===== config.mk =====
export PLATFORM = sky130hd
export DESIGN_NAME = wb_select_unit
export DESIGN_NICKNAME = d
export VERILOG_FILES = /design/src/rtl/wb_select_unit_pkg.sv /design/src/rtl/wb_wait_timer.sv /design/src/rtl/wb_select_unit.sv
export SDC_FILE = /design/constraint.sdc
export NUM_CORES = 1
export LEC_CHECK = 0
export BUFFER_PORTS_ARGS = -buffer_cell sky130_fd_sc_hd__buf_2
export CORE_AREA = 2 2 109 111
export CTS_CLUSTER_DIAMETER = 50
export DETAILED_ROUTE_END_ITERATION = 6
export DIE_AREA = 0 0 111 113
export PLACE_DENSITY = 0.73
export SYNTH_ARGS = -nofsm -noshare
export SYNTH_HDL_FRONTEND = slang
export SYNTH_SLANG_ARGS = --single-unit
export TNS_END_PERCENT = 30

===== constraint.sdc =====
create_clock -name clk -period 2 [get_ports clk]
set_input_delay 0.1 -clock clk [delete_from_list [all_inputs] [get_ports clk]]
set_output_delay 0.1 -clock clk [all_outputs]
set_load 0.005 [all_outputs]

===== src/rtl/wb_select_unit_pkg.sv =====
// wb_select_unit_pkg: shared CPU constants for the writeback select unit
package wb_select_unit_pkg;
   localparam logic [1:0] ST_INIT = 2'd0;
   localparam logic [1:0] ST_IDLE = 2'd1;
   localparam logic [1:0] ST_WAIT = 2'd2;
   localparam logic [1:0] ST_COMMIT = 2'd3;
   localparam int DEF_RESET_SP = 227;
   localparam int DEF_SP_IDX = 29;
   function automatic int spSelCode(input int numSrc);
      return numSrc;
   endfunction
endpackage


===== src/rtl/wb_wait_timer.sv =====
// wb_wait_timer: saturating wait counter with timeout detection
module wb_wait_timer #(
   parameter int MAX_WAIT = 64
) (
   input  logic clk,
   input  logic reset,
   input  logic clear,
   input  logic tick,
   output logic expired
);
   localparam int CNT_W = $clog2(MAX_WAIT + 1);
   logic [CNT_W-1:0] cnt;
   always_ff @(posedge clk) begin
      if (!reset || clear) cnt <= '0;
      else if (tick && cnt != CNT_W'(MAX_WAIT)) cnt <= cnt + 1'b1;
   end
   assign expired = tick && cnt == CNT_W'(MAX_WAIT - 1);
endmodule


===== src/rtl/wb_select_unit.sv =====
// wb_select_unit: writeback source select with ready wait, timeout and post-reset SP write
module wb_select_unit
   import wb_select_unit_pkg::*;
#(
   parameter int DATA_W = 32,
   parameter int NUM_SRC = 7,
   parameter int RESET_SP = DEF_RESET_SP,
   parameter int SP_IDX = DEF_SP_IDX,
   parameter int MAX_WAIT = 64,
   localparam int SEL_W = $clog2(NUM_SRC + 1)
) (
   input  logic                      clk,
   input  logic                      reset,
   input  logic                      req,
   input  logic [SEL_W-1:0]          sel,
   input  logic [4:0]                dest,
   input  logic [NUM_SRC*DATA_W-1:0] src_data,
   input  logic [NUM_SRC-1:0]        src_ready,
   output logic [DATA_W-1:0]         wb_data,
   output logic [4:0]                wb_dest,
   output logic                      wb_we,
   output logic                      busy,
   output logic                      err
);
   localparam logic [SEL_W-1:0] SP_SEL = SEL_W'(spSelCode(NUM_SRC));
   logic [1:0] state, nextState;
   logic [SEL_W-1:0] selQ, useSel;
   logic [NUM_SRC:0] readyExt;
   logic [(NUM_SRC+1)*DATA_W-1:0] dataExt;
   logic legal, newReq, selReady, take, tick, expired;
   // the RESET_SP constant rides as an always-ready extra slot
   assign readyExt = {1'b1, src_ready};
   assign dataExt = {DATA_W'(RESET_SP), src_data};
   always_comb begin
      legal = sel <= SP_SEL;
      newReq = state == ST_IDLE && req;
      useSel = state == ST_WAIT ? selQ : sel;
      selReady = readyExt[useSel];
      take = (newReq && legal && selReady) || (state == ST_WAIT && selReady);
      tick = state == ST_WAIT && !selReady;
      nextState = state == ST_INIT ? ST_COMMIT :
                  state == ST_COMMIT ? ST_IDLE :
                  take ? ST_COMMIT :
                  (newReq && legal) ? ST_WAIT :
                  (state == ST_WAIT && !expired) ? ST_WAIT : ST_IDLE;
   end
   wb_wait_timer #(.MAX_WAIT(MAX_WAIT)) waitTimer (
      .clk(clk),
      .reset(reset),
      .clear(state != ST_WAIT),
      .tick(tick),
      .expired(expired)
   );
   always_ff @(posedge clk) begin
      if (!reset) begin
         state <= ST_INIT;
         wb_data <= DATA_W'(RESET_SP);
         wb_dest <= 5'(SP_IDX);
         selQ <= '0;
         err <= 1'b0;
      end else begin
         state <= nextState;
         err <= (newReq && !legal) || expired;
         if (take) wb_data <= dataExt[useSel*DATA_W +: DATA_W];
         if (newReq && legal) begin
            selQ <= sel;
            wb_dest <= dest;
         end
      end
   end
   assign wb_we = state == ST_COMMIT && wb_dest != 5'd0;
   assign busy = state != ST_IDLE;
endmodule


-- Word level (Yosys, flattened, before mapping)
Cells that the tools add are included.
- register bits after elaboration: 50
- input port bits: 242
- output and inout bits: 40
- add/subtract/negate cells: 1
- $lt $le $gt $ge: 2
- equal/unequal tests: 7
- shift operators: 1
- mux-type cells: 8
- reductions and logical operators: 19
- operators by type and width (operator ; count):
    $shiftx 256x9->32 ; 1
    $logic_and 1x1->1 ; 10
    $mux 2 ; 5
    $add 7x1->7 const B ; 1
    $eq 7x6->1 const B ; 1
    $ne 7x7->1 const B ; 1
    $reduce_bool 5->1 ; 1
    $eq 2x2->1 const B ; 2
    $logic_not 1->1 ; 4
    $lt 3x4->1 const B ; 1
    $bmux 1 s3 ; 1
    $le 3x3->1 const B ; 1
    $logic_or 1x1->1 ; 3
    $mux 3 ; 1
    $eq 2x1->1 const B ; 1
    $logic_not 2->1 ; 1
    $ne 2x1->1 const B ; 1
    $ne 2x2->1 const B ; 1
    $mux 1 ; 1

-- Depth between registers and ports, before layout
Gate-level depths: netlist of the first run.
- depth after elaboration: 14
- depth in mapped cells: 11
- depth with buffers taken out: 6

-- Modules after synthesis
Synthesis of the first run repeated with hierarchy kept, for this count alone.
- cells, all modules: 566
- area total of the unflattened synthesis: 4051.4 µm²
- modules (own cells, without submodules) (module ; instances ; cells an instance ; area an instance (µm²) ; seq. area each (µm²)):
    wb_select_unit ; 1 ; 526 ; 3688.5 ; 860.8
    wb_wait_timer ; 1 ; 40 ; 362.8 ; 140.1

-- Least setup slack after synthesis of the first run
OpenSTA, ideal clock, no wires.
- kind: reg-to-reg
- start point: reg state[1]
- end point: reg wb_data[10]
- library setup time: 0.116 ns
- arrival: 1.911 ns
- slack: -0.027 ns
- cell stages (with the launch flop): 10
- path buffers: 3
- path through: dfxtp_1 -> buf_2 -> and2b_4 -> mux2_4 -> mux2i_1 -> a211oi_2 -> buf_4 -> buf_4 -> a21oi_1 -> a41o_1
- word-level cells in the longest chain between the ends: 6
- elaborated cells between the ends (all ways): 11
- those cells by class: eq/ne (2); shift (1); mux (3); reduce/logical (5)
- ends and longest elaborated chain (what ; line ; RTL):
    from (decl) ; wb_select_unit.sv:26 ; logic [1:0] state, nextState;
    from (signal assigned) ; wb_select_unit.sv:62 ; state <= nextState;
    parallel branches: the longest is 6 deep, another holds $shiftx 256x9->32 ; -- ;
    to (signal assigned) ; wb_select_unit.sv:57 ; wb_data <= DATA_W'(RESET_SP);
    to (signal assigned) ; wb_select_unit.sv:64 ; if (take) wb_data <= dataExt[useSel*DATA_W +: DATA_W];
    to (decl) ; wb_select_unit.sv:19 ; output logic [DATA_W-1:0] wb_data,
Several ways; the timed one is not identified. The select of a mux whose other input is x is not followed.
A chain may end at the register's enable or synchronous reset.

-- Worst setup path after layout of the first run
- start point: reg state[0]
- end point: reg waitTimer.cnt[0]
- word-level cells in the longest chain between the ends: 7
- elaborated cells between the ends (all ways): 9
- those cells by class: eq/ne (2); mux (3); reduce/logical (4)
- ends and longest elaborated chain (what ; line ; RTL):
    $eq 2x2->1 ; wb_select_unit.sv:37, wb_select_unit.sv:40 ;
    $mux 3 ; wb_select_unit.sv:37 ; useSel = state == ST_WAIT ? selQ : sel;
    $bmux 1 s3 ; wb_select_unit.sv:38 ; selReady = readyExt[useSel];
    $mux 1 (implied by the code) ; wb_select_unit.sv:38 ;
    $logic_not 1->1 ; wb_select_unit.sv:40 ; tick = state == ST_WAIT && !selReady;
    $logic_and 1x1->1 ; wb_select_unit.sv:40 ;
    $logic_and 1x1->1 ; wb_wait_timer.sv:15 ; else if (tick && cnt != CNT_W'(MAX_WAIT)) cnt <= cnt + 1'b1;
    to (signal assigned) ; wb_wait_timer.sv:15 ;
    to (decl) ; wb_wait_timer.sv:12 ; logic [CNT_W-1:0] cnt;
Several ways; a longest one is shown, not always the timed one. The select of a mux whose other input is x is not followed.

==> flow_metrics.tcl, run 1 <==
set metrics [dict create \
    status "complete, but fails checks" \
    failed_checks "negative setup slack" \
    nets 1050 \
    drive_gt1_frac 0.4479 \
    finalSetupTns_ps -4432 \
    root_buffer "clkbuf_16" \
    core-area_sq_um 11270 \
    power_mw 3.527 \
    antenna_left 0 \
    cts.sinks 50 \
    drt-total-wl_microns 16260 \
    port_buffers 281 \
    reg2reg_setup_slack_ps -160 \
    grt-ovfl-total 0 \
    fmax_mhz 463.2 \
    p_leak_nw 3.055 \
    rsz0062_at_grt "true" \
    synthesis.nets 762 \
    clk_pin_slew_ps 70 \
    worst_pin_slew_ps 688.9 \
    crit_type "reg2reg" \
    row_count 39 \
    ys_types 44 \
    grt_max_degree 43 \
    syn_to_final_growth_pct 52.22 \
    place_inst 940 \
    grt_usage 0.2459 \
    hpwl_microns 12880 \
    drt_pre_antenna_iters 5 \
    yosysWarnings 0 \
    holdCritPathClass "in2reg" \
    post-route-period-util 1.080 \
    cts_tree "built" \
    cp.required_ps 2210 \
    htreeDepth 2 \
    grt_pass1_vias 4903 \
    maxCapViolations 0 \
    antenna_found_initial 0 \
    start_util 0.3522 \
    fin_crit_ps 2159 \
    syn-mean-instance-area_sq_um 7.664 \
    wl_per_cell_microns 17.13 \
    p_per_area_nw_per_um2 583.7 \
    relSlewSlack 0.5407 \
    die_w_microns 111 \
    crit_path_end_kind "register" \
    worst_hold_slack_ps 16.70 \
    drc 0 \
    fin_ws_ps -159.1 \
    peakVddDrop_mv 0.4032 \
    syn_inst 518 \
    hold_violations 0 \
    synth_ff_type "dfxtp_1" \
    grt_pass1_wl_microns 25020 \
    die_y_microns 113 \
    skew_ps 10.19 \
    cts_inserted_buffers 5 \
    diodes 0 \
    place_congestion 0.8731 \
    crit_arrival_ps 2370 \
    async_flop_share 0 \
    synth_area_sq_um 3970 \
    dieArea_sq_um 12540 \
    ys_seq_elements 50 \
    drtIter0Drc 359 \
    clock_latency_ps 290 \
    critPathMaxFanout 8 \
    stdcell_count 949 \
    viasPerCell 5.473 \
    yosysSeqAreaShare 0.2521 \
    io_pins 282 \
    clockBufferDepth 2 \
    final-max-slew-violation-count 0 \
    synth_edf_count 0 \
    num_vias 5194 \
    cts.hold.buffers_added 0 \
    start_kind "register" \
    setup_viol 40 \
]
[metrics by stage]
| stage | cell area, sq um | worst slack (ps) | utilization |
|---|---|---|---|
| 2_1_floorplan | 3970 | 7.740 | - |
| 3_3_place_gp | 5787 | -130.8 | 0.5134 |
| 3_5_place_dp | 5787 | -180.1 | 0.5134 |
| 4_1_cts | 5998 | -141.4 | 0.5321 |
| 5_1_grt | 6043 | -257.6 | 0.5361 |
| 6_report | 6043 | -159.1 | 0.5361 |
[cell type report]
class | instances | area, sq um
clock buffer | 6 | 138.9
clock inverter | 1 | 30.03
fill | 1116 | 5229
inverter | 4 | 15.01
multi-input combinational | 409 | 2795
sequential | 50 | 1001
tap | 143 | 178.9
timing repair buffer | 336 | 1884
[per-layer routing]
metal  up-vias  part of all wire  global-route usage
met4         0             0.024             0.07250
li1       2549                 -                   -
met2       239              0.50              0.4229
met3        29             0.075             0.03642
met1      2377              0.40              0.3212
met5         -                 0                   0
[critical path, stage by stage, from the launching register on]
cell and delay (ps):
dfxtp_1 310, and2b_4 280, mux2_2 390, buf_4 150
nor4_4 180, a211oi_4 100, buf_2 200, or3_1 350
a21oi_1 140
[synthesized netlist by cell type (all sizes together) (2+ instances only)]
cell	number	area, sq um
a21oi	65	336.6
inv	4	15.01
nand4	21	131.4
o21ai	62	310.3
or3	6	37.54
clkbuf	30	112.6
ha	2	25.02
buf	25	143.9
a31oi	5	31.28
nand2	80	300.3
o31ai	3	27.52
nand3b	7	52.55
nand2b	3	18.77
nand3	7	35.03
mux2	2	26.27
a221oi	27	236.5
nor2	4	17.52
a41o	27	270.3
mux2i	66	660.6
nor3	3	15.01
a211oi	6	50.05
dfxtp	50	1001
[power by group]
group | total, mW | internal [mW] | switching [mW]
clock network | 0.992 | 0.618 | 0.374
registers | 1.12 | 1.07 | 0.0420
logic | 1.42 | 0.679 | 0.740
total | 3.53 | 2.37 | 1.16
[cells in the final DEF, fill, tap and decap left out, types with 6 or more instances in the layout]
cell type  instances
buf_2            282
nand2_1           80
a21oi_1           63
mux2i_1           61
o21ai_0           52
dfxtp_1           50
buf_4             44
a221oi_1          27
a41o_1            27
nand4_1           21
o21ai_1            9
nand3b_1           7
nand3_1            7
or3_1              6
buf_6              6
[registers in the layout (all words and copies together), names as in the netlist]
signal and flops:
selQ 3, wb_data 32, err 1, state 2, waitTimer.cnt 7, wb_dest 5
[path summary, 6_finish.rpt]
check,cells after the start,startpoint,end
worst max-delay path,8,state[0],waitTimer.cnt[0]
worst min-delay path,3,dest[3],wb_dest[3]
worst max register to register,8,state[0],waitTimer.cnt[0]
worst min register to register,2,wb_dest[1],wb_dest[1]
[repair_timing]
item	in CTS	in global routing
setup endpoints to repair	40	42
buffers inserted	1	0
cloned	0	1
gates resized for setup	8	11
pin swaps	2	3
[cell families after synthesis]
kind of cell / synth area share
fa+ha+maj: 0.006302
mux: 0.1730
simple gates: 0.1715
buf+inv: 0.06839
flops: 0.2521
compound gates: 0.3287
No activity file was read; power rests on OpenSTA's default activity.
==> inputs of run 2 (changes only) <==
- PLACE_DENSITY: 0.73 -> not set
- PLACE_DENSITY_LB_ADDON: not set -> 0.15
==> flow_metrics.tcl, run 2 (synthesis results as in run 1) <==
set metrics [dict create \
    grt-ovfl-total 0 \
    maxCapViolations 0 \
    crit_end "wb_data[24]" \
    largest_reg_flops 32 \
    diodes 0 \
    peakVddDrop_mv 0.4981 \
    cp.depth 8 \
    slowest_stage "a211oi_4" \
    nFillCells 1111 \
    row_count 39 \
    grt_max_degree 43 \
    place_inst 929 \
    worst_hold_slack_ps 16.19 \
    drt_pre_antenna_iters 5 \
    reg2reg_setup_slack_ps -250 \
    port_buffers 281 \
    crit_buf_inv 2 \
    fin_ws_ps -248.4 \
    die_w_microns 111 \
    setup_viol 42 \
    hold_violations 0 \
    p_leak_nw 3.063 \
    cp.required_ps 2230 \
    antenna_found_initial 0 \
    dpl-instance-area_sq_um 5754 \
    holdCritPathClass "in2reg" \
    wl_per_cell_microns 18.60 \
    num_vias 5372 \
    largestRegisters "wb_data x32, waitTimer.cnt x7, wb_dest x5" \
    stdcell_count 943 \
    final-max-slew-violation-count 0 \
    drc 0 \
    drive_gt1_frac 0.4413 \
    finalSetupTns_ps -8476 \
    max_stage_delay_ps 380 \
    io_pins 282 \
    start_kind "register" \
    r2r-end "wb_data[24]" \
    timing.rr.start "state[0]" \
    cp_top_family "simple AND/OR/NAND/NOR gates" \
    viasPerCell 5.697 \
    drt-total-wl_microns 17540 \
    crit_arrival_ps 2480 \
    final_area_sq_um 6095 \
    status "complete, but fails checks" \
    p_per_area_nw_per_um2 575.7 \
    regMostFlops "wb_data" \
    crit_chain "and2b_4, buf_8, mux2_4, mux2i_2, a211oi_4, and2_4, buf_8, a41o_1" \
    rr_worst_depth 8 \
    grt_usage 0.2682 \
    root_buffer "clkbuf_16" \
    dp_slack_ps -450.7 \
    place_congestion 0.8918 \
    dieArea_sq_um 12540 \
    clock_latency_ps 290 \
    crit_start "state[0]" \
    post-route-period-util 1.124 \
    skew_ps 5.866 \
    start_util 0.3522 \
    power_mw 3.509 \
    critPathMaxFanout 11 \
    die_y_microns 113 \
    antenna_left 0 \
    cts_inserted_buffers 5 \
    cpMostUsedCell "buf_8" \
    clockBufferDepth 2 \
    crit_type "reg2reg" \
    final_cell_mix "281 x buf_2, 80 x nand2_1, 64 x a21oi_1, 62 x mux2i_1, 51 x o21ai_0" \
    hpwl_microns 13460 \
    htreeDepth 2 \
    grt_pass1_wl_microns 27430 \
    nets 1043 \
    cts_tree "built" \
    fmax_mhz 444.8 \
    final_common_cell "buf_2" \
    fin_crit_ps 2248 \
    rsz0062_at_grt "true" \
    cts.sinks 50 \
    crit_path_end_kind "register" \
    final_util 0.5407 \
    syn_to_final_growth_pct 53.51 \
    relSlewSlack 0.5301 \
    grt_pass1_vias 5372 \
    cts.hold.buffers_added 0 \
    clk_pin_slew_ps 70 \
    worst_pin_slew_ps 703.2 \
    failed_checks "negative setup slack" \
    core-area_sq_um 11270 \
    drtIter0Drc 285 \
]
[run 2: changes by cell type in the layout (fill, tap and decap cells not counted), sizes merged]
cell    before  now
bufinv       1    0
buf        336  327
bufbuf       0    1
clkbuf       6    8
clkinv       0    1
[run 2: routing by layer]
layer / global-route usage / wire length (microns) / vias to the layer above
met5: 0 / 0 / -
met4: 0.08583 / 465 / 0
met3: 0.04392 / 1086 / 41
met2: 0.4765 / 8935 / 246
met1: 0.3329 / 7050 / 2545
li1: - / - / 2540
[run 2: worst min path at each step]
| stage | startpoint | endpoint | depth (start not counted) |
|---|---|---|---|
| global placement | dest[2] | wb_dest[2] | 3 |
| CTS | dest[0] | wb_dest[0] | 3 |
| detailed placement | dest[0] | wb_dest[0] | 3 |
| finish | dest[0] | wb_dest[0] | 3 |
| floorplan | dest[0] | wb_dest[0] | 2 |
| global route | dest[4] | wb_dest[4] | 3 |
[run 2: what timing repair did]
action | in CTS | in global routing
gates cloned | 2 | 1
pin swaps | 2 | 2
gates resized for setup | 15 | 6
endpoints found under the setup margin | 41 | 42
setup buffers | 3 | 0
[run 2: worst min-delay path: cells and delay by family]
family / cells / cell delay [ps]
buffers and inverters: 1 / 70
AND/OR/NAND/NOR: 2 / 100
[run 2: power breakdown]
part           switching, mW  internal [mW]  total (mW)
registers             0.0462           1.07        1.12
clock network          0.385          0.498       0.883
logic                  0.770          0.735        1.51
[run 2: cell type report]
cell class                      instances  area [sq um]  area share
Multi-Input combinational cell        409          2785      0.4570
Timing Repair Buffer                  329          1967      0.3227
Sequential cell                        50          1001      0.1642
Tap cell                              143         178.9     0.02936
Clock buffer                            7         142.6     0.02340
Inverter                                4         15.01    0.002464
Clock inverter                          1         5.005   0.0008212
